<file path="src/rtl/d_latch_monitor.sv">
// d_latch_monitor: clocked checker for an enable/reset D latch.
// Inputs: clk, rst, mon_d/en/rstn/q, clr. Outputs: exp_q, checking, err,
// err_sticky, fail, mismatch_cnt, toggle_cnt (saturating, CNT_W bits).
module d_latch_monitor #(
  parameter int CNT_W       = 8,
  parameter int LAT         = 1,
  parameter int STOP_ON_ERR = 0
) (
  input  logic             clk,
  input  logic             rst,
  input  logic             mon_d,
  input  logic             mon_en,
  input  logic             mon_rstn,
  input  logic             mon_q,
  input  logic             clr,
  output logic             exp_q,
  output logic             checking,
  output logic             err,
  output logic             err_sticky,
  output logic             fail,
  output logic [CNT_W-1:0] mismatch_cnt,
  output logic [CNT_W-1:0] toggle_cnt
);

  generate
    if (LAT < 1 || LAT > 4) begin : g_bad_lat
      $error("d_latch_monitor: LAT must be in 1..4");
    end
  endgenerate

  typedef enum logic [1:0] {
    S_UNKNOWN = 2'd0,
    S_CHECK   = 2'd1,
    S_FAIL    = 2'd2
  } state_t;

  localparam logic [CNT_W-1:0] CMAX = '1;

  state_t         state;
  state_t         state_nx;
  logic           m;
  logic           k;
  logic           prev_en;
  logic [LAT-1:0] mp;
  logic [LAT-1:0] kp;
  logic           m_nx;
  logic           k_nx;
  logic           mismatch;
  logic           toggle;

  // Reference latch: reset beats enable, otherwise hold.
  always_comb begin
    m_nx = m;
    k_nx = k;
    if (!mon_rstn) begin
      m_nx = 1'b0;
      k_nx = 1'b1;
    end else if (mon_en) begin
      m_nx = mon_d;
      k_nx = 1'b1;
    end
  end

  assign exp_q    = mp[LAT-1];
  assign mismatch = (state == S_CHECK) && (mon_q != mp[LAT-1]);
  assign toggle   = (state != S_FAIL) && (mon_en != prev_en);

  always_comb begin
    state_nx = state;
    unique case (state)
      S_UNKNOWN: if (kp[LAT-1]) state_nx = S_CHECK;
      S_CHECK:   if (mismatch && STOP_ON_ERR != 0) state_nx = S_FAIL;
      default:   state_nx = state;
    endcase
  end

  always_ff @(posedge clk) begin
    if (rst) begin
      state        <= S_UNKNOWN;
      m            <= 1'b0;
      k            <= 1'b0;
      prev_en      <= 1'b0;
      mp           <= '0;
      kp           <= '0;
      checking     <= 1'b0;
      err          <= 1'b0;
      err_sticky   <= 1'b0;
      fail         <= 1'b0;
      mismatch_cnt <= '0;
      toggle_cnt   <= '0;
    end else begin
      state    <= state_nx;
      checking <= (state_nx == S_CHECK);
      fail     <= (state_nx == S_FAIL);
      prev_en  <= mon_en;
      err      <= mismatch;
      // FAIL freezes the model so exp_q holds its last value.
      if (state != S_FAIL) begin
        m <= m_nx;
        k <= k_nx;
        for (int i = LAT - 1; i > 0; i--) begin
          mp[i] <= mp[i-1];
          kp[i] <= kp[i-1];
        end
        mp[0] <= m_nx;
        kp[0] <= k_nx;
      end
      if (clr) begin
        err_sticky   <= 1'b0;
        mismatch_cnt <= '0;
        toggle_cnt   <= '0;
      end else begin
        if (mismatch) begin
          err_sticky <= 1'b1;
          if (mismatch_cnt != CMAX)
            mismatch_cnt <= mismatch_cnt + 1'b1;
        end
        if (toggle && toggle_cnt != CMAX)
          toggle_cnt <= toggle_cnt + 1'b1;
      end
    end
  end

endmodule

</file>
<file path="config.mk">
export PLATFORM = sky130hd
export DESIGN_NAME = d_latch_monitor
export DESIGN_NICKNAME = d
export VERILOG_FILES = /design/src/rtl/d_latch_monitor.sv
export SDC_FILE = /design/constraint.sdc
export NUM_CORES = 1
export LEC_CHECK = 0
export CAP_MARGIN = 5
export CORE_MARGIN = 5
export CORE_UTILIZATION = 52
export CTS_BUF_LIST = sky130_fd_sc_hd__clkbuf_8
export CTS_CLUSTER_DIAMETER = 100
export DETAILED_ROUTE_END_ITERATION = 12
export DONT_BUFFER_PORTS = 1
export GPL_TIMING_DRIVEN = 0
export PLACE_DENSITY = 0.7
export SLEW_MARGIN = 10
export SYNTH_ARGS = -nofsm -noshare
export SYNTH_HDL_FRONTEND = slang
export SYNTH_SLANG_ARGS = --single-unit
</file>
<file path="constraint.sdc">
create_clock -name clk -period 1.5 [get_ports clk]
set_input_delay 0.375 -clock clk [delete_from_list [all_inputs] [get_ports clk]]
set_output_delay 0.375 -clock clk [all_outputs]
set_load 0.01 [all_outputs]
</file>
==> out/metrics.cfg <==
[timing]
drv_slew = 0
hold_viol = 0
tightestPinTransition_ns = 0.521
finalSetupViolCount = 0
fmax_mhz = 680
max_slew_margin_pct = 65.0
fin_crit_sh_pct = 98.1
whs_ns = 0.241
clock_skew_ns = 0.00793
rsz0062_at_grt = no
setup_ws_ns = 0.0288
finalCriticalPeriod_ns = 1.47

[job]
drv_cap = 0

[place]
placed_area_um2 = 1170
dp_hpwl_mm = 1.76
port_buffers = 0
place_ws_ns = -0.141
routabilityCongestion = 0.771

[floorplan]
pin_count = 28
fp-row-count = 17
coreArea_um2 = 2150
fp.dieW_um = 56.7
die_area_um2 = 3220
initial_core_util_pct = 52.9
die_y_um = 56.7

[synth]
synth_top_area_share_pct = 44.1
ys_ff_latch = 25
syn_avg_cell_area_um2 = 8.88
netlist_area_um2 = 1140
syn_inst = 128
yosysTopAreaCell = dfxtp_1
ys.flop_type = dfxtp_1
synth_enable_flop_cells = 0
ys_warn_count = 0
yosysMostFrequentCell = dfxtp_1
ys_top_cells_by_count = 25 x dfxtp_1, 14 x nor2_1, 11 x nor3_1, 9 x a21oi_1, 6 x nand4_1
async_flop_share_pct = 0
synth_nets = 137
ys_types = 40
synthTopCellsByArea = dfxtp_1 44%, nor3_1 4.8%, nor2_1 4.6%
ys_seq_area_share_pct = 44.1

[clocking]
cts.hold.buffers_added = 0
numCtsBuffers = 3
cts_max_level = 1
clk_path_buf_depth = 2
clk_pin_slew_ns = 0.09
clock-sinks = 25
cts_root_buf = clkbuf_8
tritoncts = done
clk-insertion-delay-late_ns = 0.27

[route]
drc_errors = 0
dr.pass1.iters = 4
vias = 975
ant_nets = 0
wirelength_mm = 2.39
routed_via_density = 6.02
drt_iter0_drc = 22
wire_per_inst_um = 14.7

[setup_path]
worstPathCellList = and4_4 > and4_4 > or4_1 > a21oi_1
slowest_delay_ns = 0.47
critical_path_class = reg2reg
end_kind = flop
rrSetupSlack_ns = 0.03
critPathSlowestCell = or4_1
rr_worst_depth = 4
cp_common_cell = and4_4
start_kind = flop
regToRegEndpoint = mismatch_cnt[4]
worstPathRequired_ns = 1.69
crit_start = mismatch_cnt[5]
r2r-start = mismatch_cnt[5]
critPathArrivalTime_ns = 1.66
critPathMaxFanout = 6

[finish]
diodes = 0
utilization_pct = 61.0
layout-drive-gt1-share_pct = 23.1
syn_to_final_growth_pct = 15.4
fin_nets = 144
finalInstanceArea_um2 = 1310

[hold_path]
holdPathEnd = exp_q
hp-class = in2reg
min_path_cells = 2
hp-start = mon_en

[global_routing]
grt_overflow_total = 0
grt_pass1_vias = 878
grt_usage_pct = 15.1
grt_pass1_wl_mm = 3.95
grt_max_degree = 16
antenna_found_initial = 0

[run_status]
status = finished, final reports clean

[power]
ir_drop_mv = 0.456
leakage_uw = 0.000468
powerDensity_nw_per_um2 = 894

-- kinds of logic (layout without fill, tap and decap cells) --
kind of cell	Yosys count	after routing	synth area share (%)
simple gates	62	62	30.4
flops	25	25	44.1
compound gates	24	24	13.9
buf+inv	10	16	4.85
xor+xnor	4	4	3.75
fa+ha+maj	2	2	2.20
mux	1	1	0.881
-- state kept, by name, indices dropped and copies added, names as in the netlist --
register,count
toggle_cnt,8
prev_en,1
fail,1
mismatch_cnt,8
err_sticky,1
checking,1
kp,1
state,2
err,1
exp_q,1
-- stage by stage --
stage	total power, uW	TNS (ns)	std cells
4_1_cts	1190	0	161
2_1_floorplan	766	0	128
5_1_grt	1230	0	162
6_report	1170	0	162
3_5_place_dp	781	-0.747	156
3_3_place_gp	779	-0.448	156
-- cells in the final DEF, fill, tap and decap left out, types with 5 or more instances in the layout --
| cell | n |
|---|---|
| nand2_1 | 5 |
| nor3_1 | 11 |
| inv_1 | 5 |
| nand4_1 | 6 |
| dfxtp_2 | 5 |
| nor2_1 | 14 |
| a21oi_1 | 9 |
| nand3_1 | 5 |
| dfxtp_1 | 15 |
| dfxtp_4 | 5 |
-- timing repair --
action / in CTS / in global routing
resized for setup: 13 / 11
endpoints found under the setup margin: 8 / 12
buffers inserted: 1 / 2
pin swaps: 1 / 3
cloned: 0 / 0
-- worst max-delay path by stage --
stage / to / depth (start not counted)
finish: mismatch_cnt[4] / 4
global route: mismatch_cnt[4] / 4
CTS: mismatch_cnt[4] / 4
detailed placement: mismatch_cnt[6] / 5
global placement: toggle_cnt[1] / 5
floorplan: mismatch_cnt[4] / 4
-- metal layers --
layer / up-vias / wire [um] / track usage, %
met1: 456 / 1020 / 18.3
met4: 0 / 23 / 4.97
met2: 24 / 1170 / 25.1
met5: - / 0 / 0
li1: 491 / - / -
met3: 4 / 169 / 5.06
-- final cells by class --
type                       instances  area (um2)
clock buffer                       3        41.3
buffer                             4        33.8
inverter                           5        18.8
multi-input combinational         93         627
timing repair buffer               3        22.5
fill                             199         837
tap                               28        35.0
sequential                        25         526
clock inverter                     1        7.51
-- critical path: cells and delay by family (launching register included) --
family	cells	cell delay, ns
simple gates	3	0.88
flops	1	0.38
compound gates	1	0.14
-- power by group --
| part | internal (uW) | leakage [uW] | switching [uW] |
|---|---|---|---|
| clock network | 188 | 0.0000217 | 214 |
| registers | 672 | 0.000209 | 17.9 |
| logic | 35.2 | 0.000237 | 44.5 |
| total | 895 | 0.000468 | 277 |
(Power assumes the default switching activity.)
